File: src/rtl/led_pkg.sv
// Shared constants for the LED pattern generator family.
package led_pkg;

   localparam logic [1:0] MODE_ROT_L = 2'd0;
   localparam logic [1:0] MODE_ROT_R = 2'd1;
   localparam logic [1:0] MODE_PING  = 2'd2;
   localparam logic [1:0] MODE_BAR   = 2'd3;

   localparam logic DIR_LEFT  = 1'b0;
   localparam logic DIR_RIGHT = 1'b1;

endpackage : led_pkg

File: src/rtl/tick_prescaler.sv
// Base-tick prescaler: emits one tick every TICK_CYCLES enabled clocks.
module tick_prescaler #(
   parameter int unsigned TICK_CYCLES = 5_000_000
) (
   input  logic clk,
   input  logic rst,
   input  logic en,
   input  logic clr,
   output logic tick
);

   localparam int unsigned CNT_W = (TICK_CYCLES > 1) ? $clog2(TICK_CYCLES) : 1;
   localparam logic [CNT_W-1:0] LAST = CNT_W'(TICK_CYCLES - 1);

   logic [CNT_W-1:0] cnt_q;

   // tick is combinational so the consumer can act on the edge that samples it
   assign tick = en && (cnt_q == LAST);

   // Counter holds while paused so resuming loses no phase
   always_ff @(posedge clk) begin
      if (rst || clr) begin
         cnt_q <= '0;
      end else if (en) begin
         if (cnt_q == LAST) begin
            cnt_q <= '0;
         end else begin
            cnt_q <= cnt_q + CNT_W'(1);
         end
      end
   end

endmodule : tick_prescaler

File: src/rtl/led_pattern_gen.sv
// Parametrised LED pattern generator: rotate, ping-pong and bar-fill modes
// with a base-tick prescaler, power-of-two speed divider, pause and restart.
module led_pattern_gen
   import led_pkg::*;
#(
   parameter int unsigned LED_W       = 12,
   parameter int unsigned TICK_CYCLES = 5_000_000
) (
   input  logic             clk,
   input  logic             rst,
   input  logic             en,
   input  logic             restart,
   input  logic [1:0]       mode,
   input  logic [1:0]       speed,
   output logic [LED_W-1:0] dout,
   output logic             step_pulse
);

   localparam int unsigned SPD_W = 3;

   logic [1:0]       mode_q;
   logic             dir_q;
   logic             dir_d;
   logic [SPD_W-1:0] spd_cnt_q;
   logic [SPD_W-1:0] spd_cnt_d;
   logic [SPD_W-1:0] spd_lim;
   logic [LED_W-1:0] dout_d;
   logic             step_pulse_d;
   logic             tick;
   logic             trigger;
   logic             step;

   // Start pattern for each mode
   function automatic logic [LED_W-1:0] start_val(input logic [1:0] m);
      if (m == MODE_ROT_R) begin
         return LED_W'(1) << (LED_W - 1);
      end
      return LED_W'(1);
   endfunction

   assign trigger = restart || (mode != mode_q);
   assign spd_lim = SPD_W'((4'd1 << speed) - 4'd1);
   assign step    = tick && (spd_cnt_q == spd_lim);

   tick_prescaler #(
      .TICK_CYCLES (TICK_CYCLES)
   ) u_prescaler (
      .clk  (clk),
      .rst  (rst),
      .en   (en),
      .clr  (trigger),
      .tick (tick)
   );

   // Next-state: restart beats step beats hold; a step coinciding with restart is dropped
   always_comb begin
      dout_d       = dout;
      dir_d        = dir_q;
      spd_cnt_d    = spd_cnt_q;
      step_pulse_d = 1'b0;

      if (trigger) begin
         dout_d    = start_val(mode);
         dir_d     = DIR_LEFT;
         spd_cnt_d = '0;
      end else if (tick) begin
         if (step) begin
            spd_cnt_d    = '0;
            step_pulse_d = 1'b1;
            if (dout == '0) begin
               dout_d = start_val(mode_q);
            end else begin
               case (mode_q)
                  MODE_ROT_L: dout_d = {dout[LED_W-2:0], dout[LED_W-1]};
                  MODE_ROT_R: dout_d = {dout[0], dout[LED_W-1:1]};
                  MODE_PING: begin
                     if (dir_q == DIR_LEFT) begin
                        if (dout[LED_W-1]) begin
                           dir_d  = DIR_RIGHT;
                           dout_d = LED_W'(1) << (LED_W - 2);
                        end else begin
                           dout_d = dout << 1;
                        end
                     end else begin
                        if (dout[0]) begin
                           dir_d  = DIR_LEFT;
                           dout_d = LED_W'(2);
                        end else begin
                           dout_d = dout >> 1;
                        end
                     end
                  end
                  MODE_BAR: begin
                     if (&dout) begin
                        dout_d = LED_W'(1);
                     end else begin
                        dout_d = {dout[LED_W-2:0], 1'b1};
                     end
                  end
                  default: dout_d = start_val(mode_q);
               endcase
            end
         end else if (spd_cnt_q > spd_lim) begin
            // speed was lowered mid-count: realign without stepping
            spd_cnt_d = '0;
         end else begin
            spd_cnt_d = spd_cnt_q + SPD_W'(1);
         end
      end
   end

   // State registers
   always_ff @(posedge clk) begin
      if (rst) begin
         dout       <= LED_W'(1);
         dir_q      <= DIR_LEFT;
         spd_cnt_q  <= '0;
         step_pulse <= 1'b0;
         mode_q     <= MODE_ROT_L;
      end else begin
         dout       <= dout_d;
         dir_q      <= dir_d;
         spd_cnt_q  <= spd_cnt_d;
         step_pulse <= step_pulse_d;
         mode_q     <= mode;
      end
   end

endmodule : led_pattern_gen

File: config.mk
export PLATFORM = sky130hd
export DESIGN_NAME = led_pattern_gen
export DESIGN_NICKNAME = d
export VERILOG_FILES = /design/src/rtl/led_pkg.sv /design/src/rtl/tick_prescaler.sv /design/src/rtl/led_pattern_gen.sv
export SDC_FILE = /design/constraint.sdc
export NUM_CORES = 1
export LEC_CHECK = 0
export ABC_AREA = 1
export BUFFER_PORTS_ARGS = -buffer_cell sky130_fd_sc_hd__buf_2
export CAP_MARGIN = 10
export CORE_UTILIZATION = 54
export CTS_CLUSTER_SIZE = 28
export DETAILED_ROUTE_END_ITERATION = 7
export HOLD_SLACK_MARGIN = 0.1
export PLACE_DENSITY = 0.81
export SYNTH_ARGS = -nofsm -noshare
export SYNTH_HDL_FRONTEND = slang
export SYNTH_SLANG_ARGS = --single-unit
File: constraint.sdc
create_clock -name clk -period 1.59 [get_ports clk]
set_input_delay 0.2385 -clock clk [delete_from_list [all_inputs] [get_ports clk]]
set_output_delay 0.2385 -clock clk [all_outputs]
set_load 0.03 [all_outputs]
# Word-level counts from Yosys, hierarchy flattened

Cells that the tools add are included.

Input port bits: 8
Output and inout bits: 13
Flip-flop bits (word level): 42
Word-level logic and storage cells: 60

Bitwise operators: 2
Add/sub/neg operators: 3
Shifts and indexed selects: 1
Muxes and demuxes: 27
Reduce and logical (&&, ||, !) cells: 13
Equal/unequal tests: 7
$lt $le $gt $ge: 1

Operators by type and width:

| operator                                          | number |
|---|---|
| two-way mux 12 bit                                | 11 |
| case mux 12 bit (4 select lines)                  | 1 |
| adder 23 x 1 -> 23 bit (second input constant)    | 1 |
| == test 23 bit (second input constant)            | 1 |
| two-way mux 23 bit                                | 1 |
| logical NOT 12 bit                                | 1 |
| AND reduction 12 bit                              | 1 |
| two-way mux 1 bit                                 | 11 |
| two-way mux 11 bit                                | 1 |
| two-way mux 3 bit                                 | 2 |
| == test 2 x 1 -> 1 bit (second input constant)    | 2 |
| == test 2 bit (second input constant)             | 2 |
| AND reduction 4 bit                               | 1 |
| nonzero test 2 bit                                | 2 |
| adder 3 x 1 -> 3 bit (second input constant)      | 1 |
| == test 3 bit                                     | 1 |
| greater-than comparator 3 bit                     | 1 |
| OR reduction 3 bit                                | 1 |
| << shifter 1 x 2 -> 3 bit (first input constant)  | 1 |
| subtractor 3 x 1 -> 3 bit (second input constant) | 1 |
| logical AND 1 bit                                 | 2 |
| logical NOT 2 bit                                 | 1 |
| logical OR 1 bit                                  | 2 |
| inequality test 2 bit                             | 1 |
| 3 further kinds                                   | 4 |

# Depth between registers and ports, before layout

Depth after elaboration: 12
Gate-level depth with buffers: 11

# Modules after synthesis

A second synthesis with hierarchy kept.

Cell total of the unflattened synthesis: 406
Area, all modules: 2585.0 um^2

By module, submodules not included:

| module          | times used | area each (um^2) | cells each |
|---|---|---|---|
| tick_prescaler  | 1          | 1336.3           | 211 |
| led_pattern_gen | 1          | 1248.7           | 195 |

# Least setup slack after synthesis

OpenSTA, ideal clock, no wires.

Path kind: input port to flip-flop
Start point: input port speed[0]
End point: register dout[0]
Arrival: 1.428 ns
Path slack: 0.039 ns
Setup time: 0.123 ns
Stages: 8
Buffers on the path: 1
Cells stage by stage: or2_2 -> ha_1 -> nand3_1 -> inv_1 -> nand3_1 -> buf_2 -> nand3_1 -> nand3_1

Longest elaborated chain between the ends: 6

RTL lines:

| what                                 | line                   | text |
|---|---|---|
| from (decl)                          | led_pattern_gen.sv:14  | `input logic [1:0] speed,` |
| << shifter 1 x 2 -> 3 bit            | led_pattern_gen.sv:42  | `assign spd_lim = SPD_W'((4'd1 << speed) - 4'd1);` |
| subtractor 3 x 1 -> 3 bit            | led_pattern_gen.sv:42  |  |
| == test 3 bit                        | led_pattern_gen.sv:43  | `assign step = tick && (spd_cnt_q == spd_lim);` |
| logical AND 1 bit                    | led_pattern_gen.sv:43  |  |
| nonzero test 2 bit (no source line)  | -                      |  |
| AND reduction 2 bit (no source line) | -                      |  |
| to (signal assigned)                 | led_pattern_gen.sv:121 | `dout <= dout_d;` |
| to (decl)                            | led_pattern_gen.sv:15  | `output logic [LED_W-1:0] dout,` |

No other way between the ends.
A chain may end at the register's enable or synchronous reset.

# Worst setup path in the final report

Start point: register u_prescaler.cnt_q[0]
End point: register dout[2]

Longest elaborated chain between the ends: 5
Elaborated cells on any way between the ends: 6
Those cells by class: eq/ne (1); reduce/logical (5)

RTL lines:

| what                                   | line                  | text |
|---|---|---|
| from (decl)                            | tick_prescaler.sv:15  | `logic [CNT_W-1:0] cnt_q;` |
| from (signal assigned)                 | tick_prescaler.sv:28  | `cnt_q <= cnt_q + CNT_W'(1);` |
| == test 23 bit *                       | tick_prescaler.sv:18  | `assign tick = en && (cnt_q == LAST);` |
| logical AND 1 bit *                    | tick_prescaler.sv:18  |  |
| logical AND 1 bit                      | led_pattern_gen.sv:43 |  |
| nonzero test 2 bit (no source line)    | -                     |  |
| AND reduction 2 bit (no source line) * | -                     |  |

Mark *: on every way between the ends. The rest lies on a longest branch, timed or not.

==> impl_metrics.json <==
{
  "design_area_mm2": 0.00331,
  "die-area_mm2": 0.00506,
  "critPathKind": "reg -> reg",
  "min_period_ns": 1.58,
  "cts_tree": "yes",
  "fmax_ghz": 0.633,
  "rsz0062_at_grt": "yes",
  "crit_path_end_kind": "flip-flop",
  "cp_max_fo": 5,
  "min_path_type": "in -> reg",
  "vias": 2906,
  "tightest_slew_ns": 0.374,
  "pin_count": 21,
  "netlist_top_cells_area": "dfxtp_1 (33%), nand2_1 (16%), nand3_1 (7.4%), nor2_1 (7.3%), inv_1 (6.7%)",
  "syn_avg_cell_area_um2": 6.42,
  "cts_buffers": 5,
  "start_util": 0.577,
  "seq_area_um2": 855,
  "design.core.area_mm2": 0.00447,
  "grtUsageTotal": 0.298,
  "nNetsFinal": 480,
  "finalHoldViolations": 0,
  "setup_slack_ns": 0.0112,
  "grt_max_degree": 14,
  "slew_headroom": 0.749,
  "leakage_nw": 1.41,
  "multiInputGateArea_mm2": 0.00169,
  "synth_edf_count": 0,
  "clk_latency_ns": 0.29,
  "async_flop_share": 0,
  "rr_worst_depth": 9,
  "synth_most_common_cell": "nand2_1",
  "maxCapViolations": 0,
  "finalClockSkew_ns": 0.00510,
  "dpl_cell_area_mm2": 0.00300,
  "h-tree-depth": 2,
  "synthDistinctLibCells": 35,
  "ys_top_cells_by_count": "nand2_1 (107), nor2_1 (50), inv_1 (46), dfxtp_1 (42), nand3_1 (38)",
  "antenna_found_initial": 0,
  "synth_top_area_frac": 0.326,
  "place.gp.congestion": 0.963,
  "power_per_cell_area_mw_per_mm2": 593,
  "die_w_um": 71.1,
  "num_rows": 24,
  "dp.cells": 507,
  "wl_per_cell_um": 14.1,
  "final_layout_size_suffix_gt1_frac": 0.293,
  "start_kind": "flip-flop",
  "drc": 0,
  "area_delta_synth_final_pct": 28.1,
  "place_ws_ns": -0.224,
  "nFillCells": 362,
  "synth.ff_latch_count": 42,
  "setup_viol": 0,
  "drt_iter0_drc": 341,
  "netlist_area_mm2": 0.00258,
  "grt_pass1_vias": 2692,
  "portBuffers": 20,
  "syn-num-nets": 415,
  "final_cell_count_no_fill": 519,
  "wl_um": 7300,
  "status": "completed",
  "dp_hpwl_um": 5150,
  "overflow": 0,
  "worstPathRequired_ns": 1.82,
  "cts_root_buffer": "clkbuf_8",
  "finalMaxSlewViolations": 0,
  "viasPerCell": 5.60,
  "crit_arrival_ns": 1.81,
  "post-route-period-util": 0.993,
  "num_antenna_cells": 0,
  "synth_ff_type": "dfxtp_1",
  "clk_pin_slew_worst_paths_ns": 0.08,
  "irDropWorstVdd_uv": 416,
  "yosys_warnings": 0,
  "dr.pass1.iters": 5,
  "yosysTopAreaCell": "dfxtp_1",
  "synthCells": 402,
  "seq_area_frac_synth": 0.326,
  "postRouteAntennaNets": 0,
  "grt_pass1_wl_um": 12000,
  "die_height_um": 71.1,
  "tns_ns": 0,
  "cts.sinks": 42,
  "cts.path.max_buffers": 2,
  "min_delay_path_depth": 3
}
[layout by cell type (no fill, tap or decap), types with 5 or more instances in the layout]
| master | n |
|---|---|
| xor2_1 | 5 |
| buf_2 | 20 |
| nand2_2 | 7 |
| nor2_4 | 9 |
| nor2_1 | 46 |
| nand4_1 | 9 |
| dfxtp_1 | 31 |
| dfxtp_2 | 11 |
| nand3_1 | 36 |
| nor3_1 | 10 |
| nand2_1 | 100 |
| buf_4 | 39 |
| nor3_2 | 6 |
| inv_1 | 40 |
| o21ai_0 | 10 |
| inv_2 | 9 |
| clkbuf_8 | 5 |
| a21oi_1 | 24 |
[flip-flops by register name, indices dropped and copies added, names as in the netlist]
| name | flops |
|---|---|
| dir_q | 1 |
| dout | 12 |
| mode_q | 2 |
| spd_cnt_q | 3 |
| step_pulse | 1 |
| u_prescaler.cnt_q | 23 |
[layer usage]
layer / track usage / wire length [µm]
met5: 0 / 0
met4: 0.104 / 173
met3: 0.0413 / 520
met2: 0.474 / 3400
met1: 0.414 / 3200
[per-stage QoR]
stage / hold WS [ns] / util / power [W]
3_3_place_gp: 0.474 / 0.671 / 0.00129
3_5_place_dp: 0.476 / 0.671 / 0.00130
5_1_grt: 0.189 / 0.739 / 0.00204
6_report: 0.188 / 0.739 / 0.00196
4_1_cts: 0.195 / 0.706 / 0.00195
2_1_floorplan: 0.308 / - / 0.00122
[cell type report]
type,count,share of cell area
Timing Repair Buffer,61,0.127
Multi-Input combinational cell,305,0.510
Sequential cell,42,0.259
Clock inverter,2,0.00303
Tap cell,52,0.0197
Clock buffer,5,0.0208
Inverter,52,0.0609
[critical path: stages, from the launching register on]
cell and delay, ns:
dfxtp_2 0.36, ha_4 0.16, nand3_4 0.09, inv_4 0.07
nand3_4 0.06, nor2_4 0.18, nand4_4 0.15, nor2_4 0.21
nand2_2 0.08, a21oi_2 0.14
[cells by family (layout without fill, tap and decap cells)]
| logic type | count (synthesis) | count (layout) | share of synthesized area |
|---|---|---|---|
| xor+xnor | 6 | 6 | 0.0204 |
| compound gates | 49 | 49 | 0.108 |
| simple gates | 243 | 245 | 0.434 |
| fa+ha+maj | 5 | 5 | 0.0242 |
| buf+inv | 57 | 120 | 0.0877 |
| flops | 42 | 42 | 0.326 |
[repair_timing]
action / CTS / global route
pin swaps: 4 / 18
cloned: 2 / 0
gates resized for setup: 14 / 46
setup buffers: 0 / 3
setup endpoints to repair: 30 / 32
hold buffers: 0 / 0
[final timing paths]
path	start	to	slack, ns
max	u_prescaler.cnt_q[0]$_SDFFE_PP0P_	dout[2]$_SDFFE_PP0P_	0.01
min	mode[1]	mode_q[1]$_SDFF_PP0_	0.19
max reg2reg	u_prescaler.cnt_q[0]$_SDFFE_PP0P_	dout[2]$_SDFFE_PP0P_	0.01
min reg2reg	u_prescaler.cnt_q[18]$_SDFFE_PP0P_	u_prescaler.cnt_q[18]$_SDFFE_PP0P_	0.49
[power breakdown]
group | internal (W) | leakage, nW | switching (W)
logic | 0.0000802 | 1.02 | 0.000141
clock network | 0.000295 | 0.0438 | 0.000374
registers | 0.00106 | 0.344 | 0.00000830
total | 0.00144 | 1.41 | 0.000524
(Power assumes the default switching activity.)
